===== config.mk =====
export PLATFORM = sky130hd
export DESIGN_NAME = siso_shift_sched_flat
export DESIGN_NICKNAME = d
export VERILOG_FILES = /design/src/rtl/siso_shift_sched_if.sv /design/src/rtl/siso_shift_sched.sv /design/src/flat_wrapper.sv
export SDC_FILE = /design/constraint.sdc
export NUM_CORES = 1
export LEC_CHECK = 0
export CORE_MARGIN = 5
export CORE_UTILIZATION = 40
export CTS_CLUSTER_SIZE = 20
export DETAILED_ROUTE_END_ITERATION = 8
export PLACE_DENSITY = 0.71
export SLEW_MARGIN = 10
export SYNTH_ARGS = -nofsm -noshare
export SYNTH_HDL_FRONTEND = slang
export SYNTH_SLANG_ARGS = --single-unit

===== constraint.sdc =====
create_clock -name clk -period 1.8 [get_ports clk]
set_input_delay 0.27 -clock clk [delete_from_list [all_inputs] [get_ports clk]]
set_output_delay 0.27 -clock clk [all_outputs]
set_load 0.05 [all_outputs]

===== src/rtl/siso_shift_sched_if.sv =====
// Requester-side handshake bundle for the SISO shift scheduler.
// master: requester (drives valid/data); slave: scheduler (drives ready).
interface siso_shift_sched_if #(
    parameter int WIDTH = 4
);
    logic             req0_valid;
    logic [WIDTH-1:0] req0_data;
    logic             req0_ready;
    logic             req1_valid;
    logic [WIDTH-1:0] req1_data;
    logic             req1_ready;

    modport master (
        output req0_valid,
        output req0_data,
        input  req0_ready,
        output req1_valid,
        output req1_data,
        input  req1_ready
    );

    modport slave (
        input  req0_valid,
        input  req0_data,
        output req0_ready,
        input  req1_valid,
        input  req1_data,
        output req1_ready
    );
endinterface


===== src/rtl/siso_shift_sched.sv =====
// Two-requester round-robin scheduler feeding a WIDTH-bit SISO right-shift
// register. Accepts one parallel word, then serializes it LSB first.
//
// Ports:
//   clk, rst     clock, async active-high reset
//   bus (slave)  req0/req1 valid, data, ready handshakes
//   ser_out      serial bit for the shift register input
//   shift_en     downstream register shifts on edges where this is high
//   busy         frame in progress (SHIFT or GAP)
//   grant_id     owner of the current or most recent frame
//   frame_done   one-cycle pulse after the last shift
module siso_shift_sched #(
    parameter int WIDTH = 4,
    parameter int GAP   = 1
) (
    input  logic              clk,
    input  logic              rst,
    siso_shift_sched_if.slave bus,
    output logic              ser_out,
    output logic              shift_en,
    output logic              busy,
    output logic              grant_id,
    output logic              frame_done
);

    localparam int CW = $clog2(WIDTH);
    localparam int GW = (GAP > 1) ? $clog2(GAP) : 1;
    localparam logic [CW-1:0] BIT_LAST = CW'(WIDTH - 1);
    localparam logic [GW-1:0] GAP_LAST = GW'((GAP > 0) ? GAP - 1 : 0);

    typedef enum logic [1:0] {
        ST_IDLE,
        ST_SHIFT,
        ST_GAP
    } state_t;

    state_t           state_q, state_d;
    logic [CW-1:0]    bit_cnt_q, bit_cnt_d;
    logic [GW-1:0]    gap_cnt_q, gap_cnt_d;
    logic [WIDTH-1:0] shadow_q, shadow_d;
    logic             ser_q, ser_d;
    logic             sen_q, sen_d;
    logic             done_q, done_d;
    logic             gid_q, gid_d;
    // ptr_q = 1 means requester 1 has priority in a tie
    logic             ptr_q, ptr_d;

    logic             win0, win1;
    logic             acc0, acc1;
    logic [WIDTH-1:0] cap;

    always_comb begin
        win0 = bus.req0_valid && (!bus.req1_valid || !ptr_q);
        win1 = bus.req1_valid && (!bus.req0_valid || ptr_q);
    end

    // Ready only in IDLE and never while reset is held.
    assign bus.req0_ready = (state_q == ST_IDLE) && !rst && win0;
    assign bus.req1_ready = (state_q == ST_IDLE) && !rst && win1;

    assign acc0 = bus.req0_valid && bus.req0_ready;
    assign acc1 = bus.req1_valid && bus.req1_ready;

    always_comb begin
        state_d   = state_q;
        bit_cnt_d = bit_cnt_q;
        gap_cnt_d = gap_cnt_q;
        shadow_d  = shadow_q;
        ser_d     = 1'b0;
        sen_d     = 1'b0;
        done_d    = 1'b0;
        gid_d     = gid_q;
        ptr_d     = ptr_q;
        cap       = '0;

        unique case (state_q)
            ST_IDLE: begin
                unique case (1'b1)
                    acc0: begin
                        cap   = bus.req0_data;
                        gid_d = 1'b0;
                    end
                    acc1: begin
                        cap   = bus.req1_data;
                        gid_d = 1'b1;
                    end
                    default: ;
                endcase
                if (acc0 || acc1) begin
                    // Bit 0 goes out in the first SHIFT cycle; the
                    // remaining bits wait in the shadow register.
                    ptr_d     = acc0;
                    bit_cnt_d = '0;
                    ser_d     = cap[0];
                    sen_d     = 1'b1;
                    shadow_d  = cap >> 1;
                    state_d   = ST_SHIFT;
                end
            end

            ST_SHIFT: begin
                if (bit_cnt_q == BIT_LAST) begin
                    done_d    = 1'b1;
                    gap_cnt_d = '0;
                    state_d   = (GAP == 0) ? ST_IDLE : ST_GAP;
                end else begin
                    bit_cnt_d = bit_cnt_q + CW'(1);
                    ser_d     = shadow_q[0];
                    sen_d     = 1'b1;
                    shadow_d  = shadow_q >> 1;
                end
            end

            ST_GAP: begin
                if (gap_cnt_q == GAP_LAST) begin
                    state_d = ST_IDLE;
                end else begin
                    gap_cnt_d = gap_cnt_q + GW'(1);
                end
            end

            default: begin
                state_d = ST_IDLE;
            end
        endcase
    end

    always_ff @(posedge clk or posedge rst) begin
        if (rst) begin
            state_q   <= ST_IDLE;
            bit_cnt_q <= '0;
            gap_cnt_q <= '0;
            shadow_q  <= '0;
            ser_q     <= 1'b0;
            sen_q     <= 1'b0;
            done_q    <= 1'b0;
            gid_q     <= 1'b0;
            ptr_q     <= 1'b0;
        end else begin
            state_q   <= state_d;
            bit_cnt_q <= bit_cnt_d;
            gap_cnt_q <= gap_cnt_d;
            shadow_q  <= shadow_d;
            ser_q     <= ser_d;
            sen_q     <= sen_d;
            done_q    <= done_d;
            gid_q     <= gid_d;
            ptr_q     <= ptr_d;
        end
    end

    assign ser_out    = ser_q;
    assign shift_en   = sen_q;
    assign frame_done = done_q;
    assign grant_id   = gid_q;
    assign busy       = (state_q != ST_IDLE);

endmodule


===== src/flat_wrapper.sv =====
// flat-port wrapper written by rule: the top's interface ports become plain ports
module siso_shift_sched_flat 
#(
    parameter int WIDTH = 4,
    parameter int GAP   = 1
)
  (clk, rst, ser_out, shift_en, busy, grant_id, frame_done, bus_req0_valid, bus_req0_data, bus_req0_ready, bus_req1_valid, bus_req1_data, bus_req1_ready);
  siso_shift_sched_if #(.WIDTH(WIDTH)) bus_i ();
  input  logic clk;
  input  logic rst;
  output logic ser_out;
  output logic shift_en;
  output logic busy;
  output logic grant_id;
  output logic frame_done;
  input wire logic [$bits(bus_i.req0_valid)-1:0] bus_req0_valid;
  input wire logic [$bits(bus_i.req0_data)-1:0] bus_req0_data;
  output wire logic [$bits(bus_i.req0_ready)-1:0] bus_req0_ready;
  input wire logic [$bits(bus_i.req1_valid)-1:0] bus_req1_valid;
  input wire logic [$bits(bus_i.req1_data)-1:0] bus_req1_data;
  output wire logic [$bits(bus_i.req1_ready)-1:0] bus_req1_ready;
  assign bus_i.req0_valid = bus_req0_valid;
  assign bus_i.req0_data = bus_req0_data;
  assign bus_req0_ready = bus_i.req0_ready;
  assign bus_i.req1_valid = bus_req1_valid;
  assign bus_i.req1_data = bus_req1_data;
  assign bus_req1_ready = bus_i.req1_ready;
  siso_shift_sched #(.WIDTH(WIDTH), .GAP(GAP)) u_core (.clk(clk), .rst(rst), .bus(bus_i), .ser_out(ser_out), .shift_en(shift_en), .busy(busy), .grant_id(grant_id), .frame_done(frame_done));
endmodule

==> reports/results.ini <==
[timing]
rsz0062_at_grt=no
fin_crit_ns=1.69
drv_slew=0
fmax_mhz=592
finalHoldViolations=0
fin_tns_setup_ns=0
finalSetupViolations=0
fin_crit_sh_pct=93.8
worst_slack_ns=0.112
skew_ns=0.00159
whs_ns=0.421
slew_headroom_pct=66.1
worst_slew_pin_slew_ns=0.506

[global_route]
antenna_found_initial=0
grt_max_degree=13
met1_usage_pct=13.5
grtUsageTotal_pct=12.2
grt_util_met2_pct=21.6
grt-ovfl-total=0
grt_pass1_wl_um=1910
grt_pass1_vias=470
use_met3_pct=7.14
busiest_layer=met2

[cells_and_area]
fillers=106
diodes=0
syn2layout_area_growth_pct=44.2
final_net_count=92
drive_gt1_share_pct=20.8

[cts]
cts_buffer_depth=2
cts_tree=built
htree_levels=1
root_buffer=clkbuf_4
cts_setup_buffers=0
cts.sinks=12
worstSkewPairLatency_ns=0.26
postCtsHoldBufs=0
path_clk_slew_ns=0.07
cts_buffers=3
cts_resized=0

[power]
power_mw=1.35
ir_worst_vdd_mv=0.968
powerDensity_mw_per_mm2=1640
p_leak_nw=0.373

[worst_setup_path]
cp-end-kind=output port
cp_slowest_cell=clkdlybuf4s50_1
path_max_fanout=2
worstSetupPathType=reg -> out
r2r-start=u_core.bit_cnt_q[0]
critical_path.endpoint=grant_id
path_cells=clkdlybuf4s50_1
crit_cells=1
critPathMaxStageDelay_ns=0.80
crit_required_ns=1.53
critPathLaunchType=register
rrSetupSlack_ns=0.23
critPathLaunch=u_core.grant_id
ff2ff_path_depth=5
worstReg2RegEnd=u_core.bit_cnt_q[0]
path_buf_inv=1
cp.arrival_ns=1.42
cp_top_family=buffers and inverters

[min_path]
hp-class=in -> async

[drt]
antenna_left=0
wl_per_cell_um=12.5
drt_iter0_drc=5
drc=0
routed_wl_um=1150
dr.pass1.iters=4
vias=456
via_per_inst=4.96

[synthesis]
ys_top_cells_by_area=dfrtp_1 53%, mux2_2 7.9%, nor2_1 4.6%, nand4_1 4.4%, inv_1 4.0%
ys_ff_latch=12
ys_seq_area_share_pct=52.7
synth_top_area_cell=dfrtp_1
synth-simple-area-share_pct=19.8
synth_area_um2=569
synth.avg_cell_area_um2=10.2
ys_types=22
synth_top_area_share_pct=52.7
synth_compound_area_share_pct=11.6
synth_xor_area_share_pct=0
synth_adder_area_share_pct=2.20
yosysWarnings=0
postSynthCellCount=56
muxShareOfSynthArea_pct=7.91
synth_top_family_by_area=simple AND/OR/NAND/NOR gates
syn_nets=69

[floorplan]
dieArea_mm2=0.00228
ioPinCount=19
start_util_pct=43.2
core_mm2=0.00132
rows=13
die_h_um=47.7
die-width_um=47.7

[place]
dp.final_hpwl_um=949
portBuffers=18
gp_congestion=0.703
dp_slack_ns=0.0286

[outcome]
status=complete, no violations

[run]
drv_cap=0

==> flip-flops by register name (all words and copies together), names as in the netlist <==
register and count:
u_core.ser_out 1, u_core.shadow_q 3, u_core.ptr_q 1, u_core.state_q 2, u_core.shift_en 1, u_core.frame_done 1
u_core.grant_id 1, u_core.bit_cnt_q 2
==> synthesized netlist by cell type <==
master / n
or2_2: 1
nor3b_1: 1
a22oi_1: 1
a21oi_1: 1
nand2b_1: 2
buf_2: 2
inv_1: 6
a21oi_2: 1
nor2b_1: 1
nand3_1: 1
nand4_1: 4
dfrtp_1: 12
nor3_2: 1
and3_1: 1
a221o_1: 1
nor2_1: 7
nand2_1: 2
a21o_1: 1
a31oi_1: 2
ha_1: 1
o21ai_0: 3
mux2_2: 4
==> through the flow <==
step                std cells  cell area (um^2)  util [%]
floorplan                  56               569         -
global placement           89               791      60.0
detailed placement         89               791      60.0
CTS                        92               813      61.7
global route               92               821      62.3
finish                     92               821      62.3
==> power by group <==
part | internal [mW] | leakage (nW) | switching (mW) | total, mW
sequential | 0.384 | 0.150 | 0.0729 | 0.457
combinational | 0.319 | 0.210 | 0.418 | 0.737
clock | 0.0773 | 0.0138 | 0.0780 | 0.155
==> routing by layer <==
| layer | vias up | wire length (um) | part of all wire [%] |
|---|---|---|---|
| met4 | 0 | 0 | 0 |
| met1 | 206 | 466 | 41 |
| met2 | 13 | 572 | 50 |
| li1 | 237 | - | - |
| met3 | 0 | 110 | 9.6 |
| met5 | - | 0 | 0 |
==> logic make-up after synthesis <==
group / Yosys count
DFF: 12
AOI/OAI and AO/OA: 10
muxes: 4
buffers and inverters: 8
adders and majority gates: 1
and+or+nand+nor: 21
==> worst register-to-register path: cells and delay by family, from the launching register on <==
kind | cells | cell delay [ns]
buf+inv | 1 | 0.09
compound gates | 1 | 0.29
flops | 1 | 0.40
mux | 1 | 0.37
simple gates | 1 | 0.10
fa+ha+maj | 1 | 0.21
==> worst min-delay path by stage <==
stage,depth (start not counted),to
CTS,2,u_core.grant_id
floorplan,1,u_core.bit_cnt_q[0]
detailed placement,1,u_core.grant_id
global placement,1,u_core.grant_id
global route,2,u_core.state_q[1]
finish,2,u_core.ptr_q
==> area by class of cell <==
class / instances / area [um^2] / area share, %
tap: 15 / 18.8 / 2.29
inverter: 6 / 22.5 / 2.74
timing repair buffer: 20 / 213 / 25.9
sequential: 12 / 300 / 36.6
clock buffer: 3 / 22.5 / 2.74
multi-input combinational: 36 / 244 / 29.7
==> cells in the final DEF (no fill, tap or decap) <==
master,n
a22oi_1,1
clkdlybuf4s50_1,15
nand3_1,1
o21ai_0,3
clkbuf_4,3
buf_4,3
a31oi_1,2
a221o_1,1
mux2_2,4
nor2_1,7
nand2_1,2
nor3b_1,1
a21oi_2,1
a21oi_1,1
ha_1,1
inv_1,6
and3_2,1
nand4_1,4
buf_12,2
nor2b_1,1
or2_2,1
a21o_1,1
nor3_4,1
dfrtp_1,12
nand2b_1,2
Note: power is estimated with default switching activity, not from simulation.
